**src/rtl/answer_period_if.sv**
```systemverilog
// answer_period_if: handshake and display bundle of the answer-window timer.
//   slave  - seen from the timer (answerSig in, pulse/level/segments out)
//   master - seen from the quiz controller / display driver
interface answer_period_if;

  // Opens the answer window (one-cycle pulse).
  logic       answerSig;
  // One-cycle pulse when the window ends.
  logic       postSig;
  // High for the whole window; freezes the main counter.
  logic       stopCount;
  // Active-low 7-segment codes, bit7 = dp, bits 6..0 = g..a.
  logic [7:0] answerSeg0;
  logic [7:0] answerSeg1;
  logic [7:0] answerSeg2;
  logic [7:0] answerSeg3;

  modport slave (
    input  answerSig,
    output postSig,
    output stopCount,
    output answerSeg0,
    output answerSeg1,
    output answerSeg2,
    output answerSeg3
  );

  modport master (
    output answerSig,
    input  postSig,
    input  stopCount,
    input  answerSeg0,
    input  answerSeg1,
    input  answerSeg2,
    input  answerSeg3
  );

endinterface : answer_period_if

```
**src/rtl/answer_period.sv**
```systemverilog
// answer_period: answer-window timer for the SymCounter quiz display.
//   A one-cycle answerSig pulse opens a countdown of ANSWER_SECS seconds,
//   counted on Clk1Hz ticks. stopCount is high for the whole window and
//   postSig pulses for one cycle when it expires. The remaining seconds and
//   an "An" tag are shown on four active-low 7-segment digits.
// Parameter:
//   ANSWER_SECS - window length in seconds, legal range 1..99.
// Optional feature macro:
//   ANSWER_EARLY_STOP_EN - when defined, answerSig during the window ends it
//   at the next edge with the same outputs as a normal expiry.
// All logic runs on the rising edge of Clk100M; Rst_n is asynchronous,
// active-low, and aborts a running window without producing postSig.
module answer_period #(
  parameter int ANSWER_SECS = 30
) (
  input  logic            Clk100M,
  input  logic            Rst_n,
  input  logic            Clk1Hz,
  answer_period_if.slave  ap
);

  // Window length as a 7-bit load value.
  localparam logic [6:0] SECS_LOAD = 7'(ANSWER_SECS);

  // Segment codes (active-low, dp off).
  localparam logic [7:0] SEG_BLANK = 8'hFF;
  localparam logic [7:0] SEG_A     = 8'h88;
  localparam logic [7:0] SEG_N     = 8'hAB;

  typedef enum logic {
    ST_IDLE      = 1'b0,
    ST_ANSWERING = 1'b1
  } state_t;

  // Registered state.
  state_t      r_state;
  logic [6:0]  r_remaining;
  logic        r_post;
  logic        r_stop;

  // Next-state values.
  state_t      w_state_nxt;
  logic [6:0]  w_remaining_nxt;
  logic        w_post_nxt;
  logic        w_stop_nxt;

  // Decoded display.
  logic [7:0]  w_seg0;
  logic [7:0]  w_seg1;
  logic [7:0]  w_seg2;
  logic [7:0]  w_seg3;

  // Decimal digit to active-low 7-segment code; out-of-range codes blank.
  function automatic logic [7:0] seg_digit(input logic [3:0] digit);
    logic [7:0] code;
    case (digit)
      4'd0:    code = 8'hC0;
      4'd1:    code = 8'hF9;
      4'd2:    code = 8'hA4;
      4'd3:    code = 8'hB0;
      4'd4:    code = 8'h99;
      4'd5:    code = 8'h92;
      4'd6:    code = 8'h82;
      4'd7:    code = 8'hF8;
      4'd8:    code = 8'h80;
      4'd9:    code = 8'h90;
      default: code = 8'hFF;
    endcase
    return code;
  endfunction

  // Tens digit of a 0..99 value.
  function automatic logic [3:0] tens_of(input logic [6:0] value);
    logic [6:0] quot;
    quot = value / 7'd10;
    return quot[3:0];
  endfunction

  // Units digit of a 0..99 value.
  function automatic logic [3:0] units_of(input logic [6:0] value);
    logic [6:0] quot;
    logic [6:0] rem;
    quot = value / 7'd10;
    rem  = value - (quot * 7'd10);
    return rem[3:0];
  endfunction

  // State, counter and output registers; reset aborts any running window.
  always_ff @(posedge Clk100M or negedge Rst_n) begin
    if (!Rst_n) begin
      r_state     <= ST_IDLE;
      r_remaining <= 7'd0;
      r_post      <= 1'b0;
      r_stop      <= 1'b0;
    end else begin
      r_state     <= w_state_nxt;
      r_remaining <= w_remaining_nxt;
      r_post      <= w_post_nxt;
      r_stop      <= w_stop_nxt;
    end
  end

  // Next-state logic: open on answerSig, count down on ticks, close with one postSig.
  always_comb begin
    w_state_nxt     = r_state;
    w_remaining_nxt = r_remaining;
    w_post_nxt      = 1'b0;
    w_stop_nxt      = r_stop;

    case (r_state)
      ST_IDLE: begin
        // A tick coinciding with the opening pulse is deliberately dropped,
        // so the first displayed value is always the full window length.
        if (ap.answerSig) begin
          w_state_nxt     = ST_ANSWERING;
          w_remaining_nxt = SECS_LOAD;
          w_stop_nxt      = 1'b1;
        end else begin
          w_state_nxt     = ST_IDLE;
          w_remaining_nxt = 7'd0;
          w_stop_nxt      = 1'b0;
        end
      end

      ST_ANSWERING: begin
`ifdef ANSWER_EARLY_STOP_EN
        // Early stop and final tick share one close-out path, so a
        // coincident pair still yields a single postSig.
        if (ap.answerSig || (Clk1Hz && (r_remaining <= 7'd1))) begin
          w_state_nxt     = ST_IDLE;
          w_remaining_nxt = 7'd0;
          w_stop_nxt      = 1'b0;
          w_post_nxt      = 1'b1;
        end else if (Clk1Hz) begin
          w_remaining_nxt = r_remaining - 7'd1;
        end else begin
          w_remaining_nxt = r_remaining;
        end
`else
        if (Clk1Hz) begin
          if (r_remaining > 7'd1) begin
            w_remaining_nxt = r_remaining - 7'd1;
          end else begin
            // Last second elapsed (a zero count is also closed out safely).
            w_state_nxt     = ST_IDLE;
            w_remaining_nxt = 7'd0;
            w_stop_nxt      = 1'b0;
            w_post_nxt      = 1'b1;
          end
        end else begin
          w_remaining_nxt = r_remaining;
        end
`endif
      end

      default: begin
        // Unreachable encoding: fall back to a quiet idle.
        w_state_nxt     = ST_IDLE;
        w_remaining_nxt = 7'd0;
        w_stop_nxt      = 1'b0;
        w_post_nxt      = 1'b0;
      end
    endcase
  end

  // Display decode from registered state: blank when idle, "An" + seconds when answering.
  always_comb begin
    w_seg0 = SEG_BLANK;
    w_seg1 = SEG_BLANK;
    w_seg2 = SEG_BLANK;
    w_seg3 = SEG_BLANK;
    if (r_state == ST_ANSWERING) begin
      w_seg3 = SEG_A;
      w_seg2 = SEG_N;
      // Tens digit 0 is shown as '0', not blanked.
      w_seg1 = seg_digit(tens_of(r_remaining));
      w_seg0 = seg_digit(units_of(r_remaining));
    end else begin
      w_seg0 = SEG_BLANK;
      w_seg1 = SEG_BLANK;
      w_seg2 = SEG_BLANK;
      w_seg3 = SEG_BLANK;
    end
  end

  assign ap.postSig    = r_post;
  assign ap.stopCount  = r_stop;
  assign ap.answerSeg0 = w_seg0;
  assign ap.answerSeg1 = w_seg1;
  assign ap.answerSeg2 = w_seg2;
  assign ap.answerSeg3 = w_seg3;

endmodule : answer_period

```
**src/flat_wrapper.sv**
```systemverilog
// flat-port wrapper written by rule: the top's interface ports become plain ports
module answer_period_flat 
#(
  parameter int ANSWER_SECS = 30
)
  (Clk100M, Rst_n, Clk1Hz, ap_answerSig, ap_postSig, ap_stopCount, ap_answerSeg0, ap_answerSeg1, ap_answerSeg2, ap_answerSeg3);
  answer_period_if ap_i ();
  input  logic Clk100M;
  input  logic Rst_n;
  input  logic Clk1Hz;
  input wire logic [$bits(ap_i.answerSig)-1:0] ap_answerSig;
  output wire logic [$bits(ap_i.postSig)-1:0] ap_postSig;
  output wire logic [$bits(ap_i.stopCount)-1:0] ap_stopCount;
  output wire logic [$bits(ap_i.answerSeg0)-1:0] ap_answerSeg0;
  output wire logic [$bits(ap_i.answerSeg1)-1:0] ap_answerSeg1;
  output wire logic [$bits(ap_i.answerSeg2)-1:0] ap_answerSeg2;
  output wire logic [$bits(ap_i.answerSeg3)-1:0] ap_answerSeg3;
  assign ap_i.answerSig = ap_answerSig;
  assign ap_postSig = ap_i.postSig;
  assign ap_stopCount = ap_i.stopCount;
  assign ap_answerSeg0 = ap_i.answerSeg0;
  assign ap_answerSeg1 = ap_i.answerSeg1;
  assign ap_answerSeg2 = ap_i.answerSeg2;
  assign ap_answerSeg3 = ap_i.answerSeg3;
  answer_period #(.ANSWER_SECS(ANSWER_SECS)) u_core (.Clk100M(Clk100M), .Rst_n(Rst_n), .Clk1Hz(Clk1Hz), .ap(ap_i));
endmodule
```
**config.mk**
```make
export PLATFORM = sky130hd
export DESIGN_NAME = answer_period_flat
export DESIGN_NICKNAME = d
export VERILOG_FILES = /design/src/rtl/answer_period_if.sv /design/src/rtl/answer_period.sv /design/src/flat_wrapper.sv
export SDC_FILE = /design/constraint.sdc
export NUM_CORES = 1
export LEC_CHECK = 0
export CAP_MARGIN = 20
export CORE_MARGIN = 2
export CORE_UTILIZATION = 53
export DETAILED_ROUTE_END_ITERATION = 10
export PLACE_DENSITY_LB_ADDON = 0.08
export SLEW_MARGIN = 10
export SYNTH_ARGS = -nofsm -noshare
export SYNTH_HDL_FRONTEND = slang
export SYNTH_SLANG_ARGS = --single-unit
```
**constraint.sdc**
```tcl
create_clock -name Clk100M -period 14.6 [get_ports Clk100M]
set_input_delay 2.92 -clock Clk100M [delete_from_list [all_inputs] [get_ports Clk100M]]
set_output_delay 2.92 -clock Clk100M [all_outputs]
set_load 0.01 [all_outputs]
```
==> results.md, run 1 <==
* Buffer count from post-CTS setup fixing at 0
* Post-synth design cell area at 1480 um2
* Fin. max-slew vios at 0
* Total of buffers placed on input and output ports at 28
* Worst slack at placement at 5.83 ns
* Clock Skews at 0.00275 ns
* CTS root buf: sky130_fd_sc_hd__clkbuf_4
* Buffers & Inverters on Critical Path at 2
* Hold buffer count at CTS at 0
* Synthesis-stage register bit count at 10
* Post-route worst setup slack at 5.55 ns
* Die Y at 56.8 um
* Placer's final routability congestion estimate at 0.847
* Final cell area excluding filler cells at 1680 um2
* CP most frequent cell: sky130_fd_sc_hd__ha_1
* Total number of nets in the final design at 234
* Max-cap viol count at 0
* Worst path slowest cell: sky130_fd_sc_hd__a221oi_4
* Kind of cell adding the most delay to the critical path: compound AO/OA/AOI/OAI gates
* HPWL after detailed placement at 2490 um
* Via count of the first global-routing pass at 1269
* Number of CTS-inserted buffers at 3
* Tot GR Track Use at 20.8%
* Hold violation total from the final report at 0
* Final setup TNS at 0 ns
* Main synth FF type: sky130_fd_sc_hd__dfrtp_1
* Routed length per placed instance at 13.2 um
* Sort of element at the start of the critical path: flip-flop
* RSZ-0062 raised after global routing: no
* Pre-antenna DRT Iters at 4
* Die area at 3220 um2
* Status: finished, final reports clean
* Type of element capturing the critical path: primary output
* Total routed wirelength at 3190 um
* Critical Path Fanout Max at 19
* Post-cts sizing count at 0
* Distinct cell type count of the synthesized netlist at 48
* Vias post-DR at 1395
* Later-pin clock latency in the skew report at 0.26 ns
* Register cell area after layout at 250 um2
* Period minus WS final at 9.05 ns
* Standard-cell rows at 19
* Number of filler instances in the final layout at 264
* Least-Margin Pin Slew at 0.774 ns
* Number of enable flip-flop cells after synthesis at 0
* Worst hold path type: reg -> reg
* Pin count of the biggest net entering global routing at 20
* H-tree level count at 1
* Routed via count divided by cell count at 5.76
* Area growth from synthesis to layout at 13.6%
* Number of clock sinks seen by CTS at 10
* Fraction of registers with async set/reset at 100%
* Fraction of final layout cells with drive strength greater than 1 at 5.69%
* Antenna Diode Count at 0
* Headroom to the max-slew limit at 48.4%
* Crit path largest cell delay at 0.72 ns
* Antenna violations before repair at 0
* Final critical-path share of the clock period at 62.0%
* Final setup violation count at 0
* Number of warnings issued by yosys at 0
* Share of the yosys chip area belonging to registers at 16.9%
* Placeable core area at 2710 um2
* WS Path Type: reg -> out
* Cells along the critical path: or4_1 -> o31a_1 -> o21ai_1 -> ha_1 -> or3b_4 -> a32oi_2 -> o211ai_2 -> a221oi_4 -> inv_2 -> ha_1 -> fa_1 -> xnor2_1 -> or3_1 -> nand2_1 -> nor3_1 -> a2111oi_1 -> clkdlybuf4s50_1
* Endpoint arrival time on the critical path at 6.13 ns
* Reg clk slew, reported paths at 0.06 ns
* Highest clock frequency the design can meet at 110 MHz
* CTS tree: yes
* First DRT Iteration DRCs at 52
* Total global routing overflow at 0
* Count of nets left with antenna violations after detail routing at 0
* Number of buffers on the longest clock path at 2
* Multi-input gate area at 1040 um2
* Top-level port count at 38
* # DRC at 0
* Average footprint of a synthesized cell at 7.46 um2
* Starting density of the core at 54.5%
* Global-route wire length before repair at 5460 um
* Instance area after placement at 1650 um2
* Die extent in x at 56.8 um
* Required time of the critical path at 11.68 ns
* Synth Instances at 198
[layout make-up]
type | instances | area share (%)
clock buffers | 3 | 1.34
repair buffers | 28 | 16.7
flip-flops and latches | 10 | 14.9
multi-input cells | 157 | 61.8
inverters | 13 | 2.91
well taps | 31 | 2.31
[worst paths after layout]
path,start,to,slack (ns),cells after the start
max reg2reg,u_core.r_remaining[3]$_DFFE_PN0P_,u_core.r_remaining[0]$_DFFE_PN0P_,12.46,6
max,u_core.r_remaining[3]$_DFFE_PN0P_,ap_answerSeg0[4],5.55,17
min reg2reg,u_core.ap.stopCount$_DFFE_PN0P_,u_core.ap.stopCount$_DFFE_PN0P_,0.55,2
max in group asynchronous,Rst_n,u_core.r_remaining[4]$_DFFE_PN0P_,11.32,1
min,u_core.ap.stopCount$_DFFE_PN0P_,u_core.ap.stopCount$_DFFE_PN0P_,0.55,2
min in group asynchronous,Rst_n,u_core.ap.postSig$_DFF_PN0_,2.97,1
[registers in the layout, summed over array words and instances, names as in the netlist]
name / count
u_core.r_remaining: 7
u_core.ap.postSig: 1
u_core.ap.stopCount: 1
u_core.r_state: 1
[cells by family after synthesis]
family                   count (synthesis)  share of synthesized area, %
AND/OR/NAND/NOR                         69                          23.8
AO/OA/AOI/OAI                           56                          25.1
buffers and inverters                   39                          14.9
adder cells (fa/ha/maj)                 17                          14.9
flip-flops                              10                          16.9
multiplexers                             4                          2.88
XOR/XNOR                                 2                          1.19
other                                    1                         0.254
[cell usage after synthesis, types with 2 or more instances]
master	instances	area [um2]
sky130_fd_sc_hd__nor3b_1	3	22.5
sky130_fd_sc_hd__and2b_1	2	15.0
sky130_fd_sc_hd__buf_4	17	128
sky130_fd_sc_hd__xnor2_1	2	17.5
sky130_fd_sc_hd__a31oi_1	4	25.0
sky130_fd_sc_hd__inv_1	11	41.3
sky130_fd_sc_hd__o31ai_1	2	15.0
sky130_fd_sc_hd__a21oi_1	14	70.1
sky130_fd_sc_hd__nor3_1	6	30.0
sky130_fd_sc_hd__clkbuf_1	6	22.5
sky130_fd_sc_hd__ha_1	16	200
sky130_fd_sc_hd__dfrtp_1	10	250
sky130_fd_sc_hd__o21ai_1	12	60.1
sky130_fd_sc_hd__nor2_1	15	56.3
sky130_fd_sc_hd__nand3_1	8	40.0
sky130_fd_sc_hd__mux2_2	2	22.5
sky130_fd_sc_hd__buf_2	2	10.0
sky130_fd_sc_hd__o21ai_0	9	45.0
sky130_fd_sc_hd__or3_1	4	25.0
sky130_fd_sc_hd__and3_1	3	18.8
sky130_fd_sc_hd__mux2i_1	2	20.0
sky130_fd_sc_hd__nand2b_1	3	18.8
sky130_fd_sc_hd__nand2_1	17	63.8
sky130_fd_sc_hd__a211oi_1	3	22.5
sky130_fd_sc_hd__o211ai_1	2	15.0
[worst min-delay path: stages, from the launching register on]
cell	delay, ns
sky130_fd_sc_hd__dfrtp_1	0.36
sky130_fd_sc_hd__nand3_1	0.08
sky130_fd_sc_hd__o21ai_1	0.07
[layer usage]
metal	global-route usage [%]	wire length, um	vias to the layer above	part of all wire, %
met4	8.31	60	0	1.9
met3	0.691	165	8	5.2
met2	36.5	1560	54	49
li1	-	-	712	-
met1	26.6	1400	621	44
met5	0	0	-	0
[through the flow]
stage / cells / utilization [%] / hold WS [ns]
after floorplan: 206 / - / 0.548
final: 242 / 61.9 / 0.554
after detailed placement: 239 / 61.0 / 0.522
after CTS: 242 / 61.9 / 0.541
after global placement: 239 / 61.0 / 0.504
after global routing: 242 / 61.9 / 0.574
[cells in the final DEF (no fill, tap or decap), drive strengths merged, types with 2 or more instances in the layout]
cell type      netlist  routed
and3                 3       3
o211ai               3       3
ha                  16      16
clkbuf               6       3
nor2                15      15
or2                  2       2
xnor2                2       2
nor3b                3       3
mux2                 2       2
nand2b               3       3
nand2               17      17
o21ai               21      21
dfrtp               10      10
o31ai                2       2
mux2i                2       2
a21oi               14      14
clkdlybuf4s50        0      28
a31oi                4       4
nor3                 6       6
conb                 1       9
inv                 12      12
nand3                8       8
a211oi               4       4
and2b                2       2
a32oi                2       2
or3                  4       4
Power of run 1 is not shown: default switching activity piles up to over one toggle a cycle in this logic, so the estimate is an artifact.
==> run 2, diff against run 1 <==
--- a/config.mk
+++ b/config.mk
@@ -7,7 +7,7 @@
 export LEC_CHECK = 0
 export CAP_MARGIN = 20
 export CORE_MARGIN = 2
-export CORE_UTILIZATION = 53
+export CORE_UTILIZATION = 49
 export DETAILED_ROUTE_END_ITERATION = 10
 export PLACE_DENSITY_LB_ADDON = 0.08
 export SLEW_MARGIN = 10
==> constraint.sdc (replaced) <==
create_clock -name Clk100M -period 8.9 [get_ports Clk100M]
set_input_delay 1.78 -clock Clk100M [delete_from_list [all_inputs] [get_ports Clk100M]]
set_output_delay 1.78 -clock Clk100M [all_outputs]
set_load 0.01 [all_outputs]
==> run 2 against run 1 <==
Against the previous run: the run now ends with DRC left; worst setup slack got worse by 4.6 ns; critical path depth unchanged; sequential share of layout area unchanged; utilization decreased by 2.1 points; clock-buffer cell count unchanged; design area unchanged; cell count unchanged; register-to-register slack got worse by 5.7 ns; non-clock buffer count unchanged; highest routed layer unchanged.
==> results.md, run 2 (same netlist as run 1, synthesis figures left out) <==
* Worst hold path type: reg -> reg
* Pin count of the biggest net entering global routing at 20 (unchanged)
* CTS tree: yes
* Final setup violation count at 0 (unchanged)
* Cells along the critical path: or4_1 -> o31a_1 -> o21ai_1 -> ha_1 -> or3b_4 -> a32oi_2 -> o211ai_2 -> a221oi_4 -> inv_2 -> ha_1 -> fa_1 -> xnor2_1 -> or3_1 -> nand2_1 -> nor3_1 -> a2111oi_1 -> clkdlybuf4s50_1
* CP most frequent cell: sky130_fd_sc_hd__ha_1
* Placer's final routability congestion estimate at 0.846 (-0.18%)
* Die extent in x at 58.9 um (+3.7%)
* Starting density of the core at 52.6% (-1.8 points)
* Die Y at 58.9 um (+3.7%)
* Final critical-path share of the clock period at 89.0%
* Number of buffers on the longest clock path at 2 (unchanged)
* RSZ-0062 raised after global routing: no
* Die area at 3470 um2 (+7.6%)
* Top register by number of flip-flops: u_core.r_remaining
* Area growth from synthesis to layout at 13.6% (unchanged)
* Highest clock frequency the design can meet at 126 MHz
* Hold buffer count at CTS at 0 (unchanged)
* Critical Path Fanout Max at 19 (unchanged)
* Fraction of final layout cells with drive strength greater than 1 at 5.69% (unchanged)
* Routed via count divided by cell count at 5.74 (-0.50%)
* Multi-input gate area at 1040 um2 (unchanged)
* Buffers & Inverters on Critical Path at 2 (unchanged)
* Endpoint arrival time on the critical path at 6.14 ns (about the same)
* Required time of the critical path at 7.12 ns (-4.56 ns)
* Reg clk slew, reported paths at 0.06 ns (about the same)
* Worst hold start: u_core.ap.stopCount$_DFFE_PN0P_
* Pre-antenna DRT Iters at 7 (+3)
* Fin. max-slew vios at 0 (unchanged)
* Count of nets left with antenna violations after detail routing at 0 (unchanged)
* Number of flip-flops under the largest register name at 7 (unchanged)
* Later-pin clock latency in the skew report at 0.26 ns (about the same)
* Violations in the final reports: DRC
* R2r startpoint: u_core.r_remaining[3]$_DFFE_PN0P_
* Max-cap viol count at 0 (unchanged)
* Placeable core area at 2810 um2 (+3.5%)
* Routed length per placed instance at 13.5 um (+2.3%)
* Total number of nets in the final design at 234 (unchanged)
* Total routed wirelength at 3260 um (+2.3%)
* Via count of the first global-routing pass at 1257 (-0.95%)
* H-tree level count at 1 (unchanged)
* Clock Skews at 0.00243 ns (-0.000317 ns)
* CTS root buf: sky130_fd_sc_hd__clkbuf_4
* # DRC at 3 (+3)
* Total of buffers placed on input and output ports at 28 (unchanged)
* Sort of element at the start of the critical path: flip-flop
* Crit path largest cell delay at 0.73 ns (about the same)
* Antenna Diode Count at 0 (unchanged)
* Hold violation total from the final report at 0 (unchanged)
* Final setup TNS at 0 ns (unchanged)
* HPWL after detailed placement at 2490 um (-0.15%)
* Post-cts sizing count at 0 (unchanged)
* Tot GR Track Use at 19.7% (-1.1 points)
* Least-Margin Pin Slew at 0.781 ns (+0.00713 ns)
* Top-level port count at 38 (unchanged)
* Type of element capturing the critical path: primary output
* Total global routing overflow at 0 (unchanged)
* Standard-cell rows at 19 (unchanged)
* Status: finished, violations left
* Kind of cell adding the most delay to the critical path: simple AND/OR/NAND/NOR gates
* Register cell area after layout at 250 um2 (unchanged)
* Critical Path Start: u_core.r_remaining[3]$_DFFE_PN0P_
* WS Path Type: reg -> out
* Headroom to the max-slew limit at 48.0% (-0.47 points)
* Global-route wire length before repair at 5460 um (+0.13%)
* Buffer count from post-CTS setup fixing at 0 (unchanged)
* Antenna violations before repair at 0 (unchanged)
* Worst path slowest cell: sky130_fd_sc_hd__a221oi_4
* Number of filler instances in the final layout at 278 (+5.3%)
* Number of CTS-inserted buffers at 3 (unchanged)
* Period minus WS final at 7.92 ns
* Most common library cell in the layout ignoring fill and taps: sky130_fd_sc_hd__clkdlybuf4s50_1
* Number of clock sinks seen by CTS at 10 (unchanged)
* Highest-count cells in the layout ignoring fill and taps: sky130_fd_sc_hd__clkdlybuf4s50_1 (28), sky130_fd_sc_hd__nand2_1 (17), sky130_fd_sc_hd__ha_1 (16)
* Vias post-DR at 1388 (-0.50%)
* First DRT Iteration DRCs at 52 (unchanged)
==> run 2: cell counts in the layout (fill, tap and decap cells not counted) <==
Identical to the previous run, type by type.
==> run 2: worst min-delay path, cell delays in order (launching register included) <==
cell and delay, ns:
sky130_fd_sc_hd__dfrtp_1 0.36, sky130_fd_sc_hd__nand3_1 0.08, sky130_fd_sc_hd__o21ai_1 0.07
==> run 2: final timing paths <==
kind                            slack [ns]  depth (start not counted)                                end
worst max register to register        6.73                          6  u_core.r_remaining[0]$_DFFE_PN0P_
worst min register to register        0.55                          2    u_core.ap.stopCount$_DFFE_PN0P_
max in group asynchronous             6.76                          1  u_core.r_remaining[3]$_DFFE_PN0P_
min in group asynchronous             1.83                          1        u_core.ap.postSig$_DFF_PN0_
worst max-delay path                  0.98                         17                   ap_answerSeg0[4]
worst min-delay path                  0.55                          2    u_core.ap.stopCount$_DFFE_PN0P_
==> run 2: routing by layer <==
layer | routed length, um | global-route usage, % | vias to the layer above
met2 | 1650 | 36.2 | 42
met3 | 155 | 0.879 | 3
li1 | - | - | 701
met5 | 0 | 0 | -
met1 | 1430 | 25.0 | 642
met4 | 23 | 5.19 | 0
==> run 2: area by class of cell <==
| class | count | area share, % |
|---|---|---|
| inverters | 13 | 2.91 |
| repair buffers | 28 | 16.7 |
| well taps | 31 | 2.31 |
| multi-input cells | 157 | 61.8 |
| clock buffers | 3 | 1.34 |
| flip-flops and latches | 10 | 14.9 |
==> run 2: metrics by stage <==
stage	instance area [um2]	std cells	hold WS [ns]	worst slack (ns)	util [%]
after CTS	1680	242	0.557	1.02	59.8
final	1680	242	0.550	0.983	59.8
after detailed placement	1650	239	0.535	1.32	59.0
after global routing	1680	242	0.584	0.595	59.8
after floorplan	1510	206	0.548	2.40	-
after global placement	1650	239	0.508	1.50	59.0
Power of run 2 is left out for the same reason.
